[config.mk]
export PLATFORM = sky130hd
export DESIGN_NAME = dmem_arbiter
export DESIGN_NICKNAME = d
export VERILOG_FILES = /design/src/rtl/dmem_arbiter.sv
export SDC_FILE = /design/constraint.sdc
export NUM_CORES = 1
export LEC_CHECK = 0
export CORE_MARGIN = 2
export CORE_UTILIZATION = 28
export CTS_BUF_LIST = sky130_fd_sc_hd__clkbuf_4
export DETAILED_ROUTE_END_ITERATION = 8
export PLACE_DENSITY = 0.72
export SKIP_LAST_GASP = 1
export SLEW_MARGIN = 20
export SYNTH_ARGS = -nofsm -noshare
export SYNTH_HDL_FRONTEND = slang
export SYNTH_SLANG_ARGS = --single-unit
[constraint.sdc]
create_clock -name clk -period 2.51 [get_ports clk]
set_input_delay 0.502 -clock clk [delete_from_list [all_inputs] [get_ports clk]]
set_output_delay 0.502 -clock clk [all_outputs]
set_load 0.01 [all_outputs]
[src/rtl/dmem_arbiter.sv]
// Arbitrates the single data-memory port between the pipeline memory stage and
// one external requester. At most one access is outstanding, and reads have a fixed latency.
module dmem_arbiter #(
   parameter int WIDTH   = 32,
   parameter int MEM_LAT = 1
) (
   input  logic             clk,
   input  logic             reset,
   input  logic             MemWriteM,
   input  logic             MemtoRegM,
   input  logic [WIDTH-1:0] ALUOutM,
   input  logic [WIDTH-1:0] WriteDataM,
   output logic             StallMem,
   output logic [WIDTH-1:0] ReadDataM,
   input  logic             ext_req,
   input  logic             ext_we,
   input  logic [WIDTH-1:0] ext_addr,
   input  logic [WIDTH-1:0] ext_wdata,
   output logic             ext_gnt,
   output logic             ext_rvalid,
   output logic [WIDTH-1:0] ext_rdata,
   output logic             mem_en,
   output logic             mem_we,
   output logic [WIDTH-1:0] mem_addr,
   output logic [WIDTH-1:0] mem_wdata,
   input  logic [WIDTH-1:0] mem_rdata
);

   localparam int CW = $clog2(MEM_LAT + 1);
   localparam logic [CW-1:0] LAT_INIT = CW'(MEM_LAT - 1);

   typedef enum logic [1:0] {IDLE, CPU_RD, EXT_RD} state_t;

   state_t           state, state_nxt;
   logic [CW-1:0]    lat_cnt;
   logic             last_ext;
   logic [WIDTH-1:0] rdata_q, ext_q;

   logic cpu_req, idle, cpu_win, cpu_gnt, ext_win;
   logic cpu_rd_done, ext_rd_done, cpu_done, issue_rd;

   assign cpu_req     = MemWriteM | MemtoRegM;
   assign idle        = (state == IDLE);
   // On a tie, the requester that lost the previous arbitration wins.
   assign cpu_win     = cpu_req & (~ext_req | last_ext);
   assign ext_win     = ext_req & ~cpu_win;
   assign cpu_gnt     = idle & cpu_win;
   assign cpu_rd_done = (state == CPU_RD) && (lat_cnt == '0);
   assign ext_rd_done = (state == EXT_RD) && (lat_cnt == '0);
   assign cpu_done    = (cpu_gnt & MemWriteM) | cpu_rd_done;
   assign issue_rd    = (cpu_gnt & ~MemWriteM) | (idle & ext_win & ~ext_we);

   always_ff @(posedge clk) begin
      if (reset) state <= IDLE;
      else       state <= state_nxt;
   end

   always_comb begin
      state_nxt = state;
      case (state)
         IDLE: begin
            if (cpu_gnt && !MemWriteM)               state_nxt = CPU_RD;
            else if (idle && ext_win && !ext_we)     state_nxt = EXT_RD;
         end
         CPU_RD:  if (lat_cnt == '0) state_nxt = IDLE;
         EXT_RD:  if (lat_cnt == '0) state_nxt = IDLE;
         default: state_nxt = IDLE;
      endcase
   end

   always_comb begin
      StallMem   = 1'b0;
      ReadDataM  = '0;
      ext_gnt    = 1'b0;
      ext_rvalid = 1'b0;
      ext_rdata  = '0;
      mem_en     = 1'b0;
      mem_we     = 1'b0;
      mem_addr   = '0;
      mem_wdata  = '0;
      if (!reset) begin
         StallMem   = cpu_req & ~cpu_done;
         ReadDataM  = cpu_rd_done ? mem_rdata : rdata_q;
         ext_gnt    = idle & ext_win;
         ext_rvalid = ext_rd_done;
         ext_rdata  = ext_rd_done ? mem_rdata : ext_q;
         mem_en     = cpu_gnt | (idle & ext_win);
         // Address and data are zeroed when no access issues, so the bus stays quiet.
         if (cpu_gnt) begin
            mem_we    = MemWriteM;
            mem_addr  = ALUOutM;
            mem_wdata = MemWriteM ? WriteDataM : '0;
         end else if (idle && ext_win) begin
            mem_we    = ext_we;
            mem_addr  = ext_addr;
            mem_wdata = ext_we ? ext_wdata : '0;
         end
      end
   end

   always_ff @(posedge clk) begin
      if (reset) begin
         lat_cnt  <= '0;
         last_ext <= 1'b1;
         rdata_q  <= '0;
         ext_q    <= '0;
      end else begin
         if (idle && (cpu_win || ext_win)) last_ext <= ext_win;
         if (issue_rd)                     lat_cnt  <= LAT_INIT;
         else if (!idle && lat_cnt != '0)  lat_cnt  <= lat_cnt - CW'(1);
         if (cpu_rd_done)                  rdata_q  <= mem_rdata;
         if (ext_rd_done)                  ext_q    <= mem_rdata;
      end
   end

endmodule
==> flow_metrics.py <==
metrics = {
    "run_status": {
        "status": "complete, but fails checks",
        "violations": "setup timing",
    },
    "die": {
        "coreArea_sq_um": 12200,
        "io_pins": 299,
        "start_util": 0.290,
        "dieWidth_microns": 116,
        "dieArea_sq_um": 13500,
        "rows": 40,
        "die_y_microns": 116,
    },
    "timing": {
        "finalMaxSlewViolations": 0,
        "finalSetupViolations": 2,
        "fin_ws_ns": -0.00693,
        "skew_ns": 0.0220,
        "rsz0062_at_grt": "true",
        "relSlewSlack": 0.676,
        "fmax_mhz": 397,
        "period_minus_slack_ns": 2.52,
        "timing.setup.tns_ns": -0.00695,
        "fin_crit_sh": 1.00,
        "tightest_slew_ns": 0.486,
        "finalHoldViolations": 0,
    },
    "finish": {
        "final_util": 0.570,
        "antenna_cells": 0,
        "final_cell_mix": "clkdlybuf4s50_1 (162), nand2_1 (133), a21oi_1 (76)",
        "drive_gt1_frac": 0.288,
        "instances_no_fill": 964,
        "final_nets": 960,
        "layout.cells.most_common": "clkdlybuf4s50_1",
        "area_growth_pct": 96.7,
    },
    "job": {
        "cap_violations": 0,
    },
    "worst_setup_path": {
        "worst-endpoint-required_ns": 2.01,
        "crit_path_max_fanout": 16,
        "critPathBufInv": 4,
        "crit_chain": "inv_4 -> buf_4 -> ha_4 -> nand2b_4 -> bufbuf_16 -> nand2_1 -> a21oi_1 -> clkdlybuf4s15_2",
        "worstSetupStartpointType": "flop",
        "critical-path-slowest-cell": "dfxtp_2",
        "slowest_delay_ns": 0.37,
        "crit_type": "reg -> out",
        "critPathCaptureType": "primary output",
        "crit_arrival_ns": 2.01,
        "critical_path.top_delay_family": "buffers and inverters",
    },
    "power": {
        "total_power_mw": 3.03,
        "power-per-cell-area_nw_per_um2": 437,
        "p_leak_nw": 2.94,
        "ir_worst_vdd_uv": 286,
    },
    "drt": {
        "ant_nets": 0,
        "viasPerCell": 4.97,
        "drt_iter0_markers": 303,
        "wl_per_cell_microns": 18.0,
        "drc": 0,
        "firstDrtPassIters": 4,
        "drt_wl_total_microns": 17400,
        "vias": 4789,
    },
    "clock_tree": {
        "clkLatencyLatePin_ns": 0.41,
        "cts_buffers": 9,
        "cts_hold_buf": 0,
        "numClockSinks": 68,
        "clk_path_buf_depth": 2,
        "clkTransAtPathRegs_ns": 0.12,
        "h-tree-depth": 3,
        "root_buffer": "clkbuf_4",
        "tritoncts": "yes",
    },
    "logic_synthesis": {
        "synth_area_leaders": "dfxtp_1 (39%), nand2_1 (14%), a21oi_1 (14%), a22o_1 (7.9%), nand4_1 (5.9%)",
        "synthesis.area_sq_um": 3530,
        "synth_cells": 483,
        "async_flop_share": 0,
        "yosysSeqAreaShare": 0.386,
        "synthDistinctLibCells": 30,
        "ys_ff_latch": 68,
        "synth_top_area_cell": "dfxtp_1",
        "syn-num-nets": 652,
        "yosys_warnings": 0,
        "avgSynthCellArea_sq_um": 7.30,
        "synth_edf_count": 0,
        "synth_ff_type": "dfxtp_1",
        "yosysTopAreaCellShare": 0.386,
    },
    "global_route": {
        "first_global_vias": 4598,
        "antenna_found_initial": 0,
        "grt_use_total": 0.238,
        "grt.overflow.total": 0,
        "grt_pass1_wl_microns": 24900,
        "grt_max_degree": 39,
    },
    "hold_path": {
        "min-delay-path-class": "reg -> reg",
    },
    "placed_design": {
        "place.port_buffers": 298,
        "place_congestion": 0.936,
        "dp_cells": 927,
        "place_hpwl_microns": 11900,
    },
}
==> power breakdown <==
| group | switching [mW] | total (mW) | internal [mW] |
|---|---|---|---|
| Combinational | 0.524 | 1.15 | 0.628 |
| Sequential | 0.0163 | 1.14 | 1.13 |
| Clock | 0.432 | 0.738 | 0.307 |
| Total | 0.972 | 3.03 | 2.06 |
==> state kept, by name, summed over array words and instances (netlist names) <==
register and cells:
ext_q 32, rdata_q 32, state 2, last_ext 1, lat_cnt 1
==> cell type report <==
type | instances | area, sq um
fill | 1148 | 5230
timing repair buffer | 349 | 3150
multi-input combinational | 360 | 2050
sequential | 68 | 1370
tap | 168 | 210
clock inverter | 7 | 75.1
clock buffer | 9 | 67.6
inverter | 3 | 13.8
==> per-stage QoR <==
step	hold slack (ns)	area (sq um)	setup slack [ns]
finish	0.469	6940	-0.00693
global route	0.485	6940	-0.131
CTS	0.467	7160	-0.263
detailed placement	0.450	6780	-0.503
global placement	0.447	6780	-0.470
floorplan	0.488	3530	0.415
==> what timing repair did <==
item	in CTS	in global routing
resized for setup	294	185
endpoints found under the setup margin	132	127
pin swaps	4	2
setup buffers	6	6
gates cloned	9	1
==> worst register-to-register path: stages, from the launching register on <==
cell,delay [ns]
dfxtp_2,0.37
inv_4,0.04
buf_4,0.13
ha_4,0.16
nand2b_4,0.09
bufbuf_16,0.30
nand2_1,0.07
a21oi_1,0.20
==> kinds of logic (layout without fill, tap and decap cells) <==
| kind of cell | after synthesis | count (layout) | synth area share |
|---|---|---|---|
| simple gates | 219 | 219 | 0.284 |
| compound gates | 138 | 138 | 0.236 |
| flops | 68 | 68 | 0.386 |
| buf+inv | 55 | 368 | 0.0834 |
| fa+ha+maj | 3 | 3 | 0.0106 |
==> worst paths after layout <==
path	from	end	slack [ns]	cells past startpoint
min	rdata_q[13]	rdata_q[13]	0.47	2
min reg2reg	rdata_q[13]	rdata_q[13]	0.47	2
max	state[1]	ReadDataM[21]	-0.007	8
max reg2reg	state[1]	rdata_q[21]	1.08	7
==> per-layer routing <==
layer,vias to the layer above,part of all wire,routed length (microns),global-route usage
li1,2315,-,-,-
met1,2254,0.37,6380,0.250
met2,194,0.52,9070,0.453
met3,26,0.094,1640,0.0737
met4,0,0.017,301,0.0683
met5,-,0,0,0
==> Yosys cell counts (4+ instances only) <==
master and n:
nand2_1 133, a22o_1 32, clkbuf_1 22, nor2_1 4
nand4_1 33, buf_6 8, a21oi_1 98, buf_2 19
dfxtp_1 68, nand2b_1 5, nand3_1 33
(Power assumes the default switching activity.)
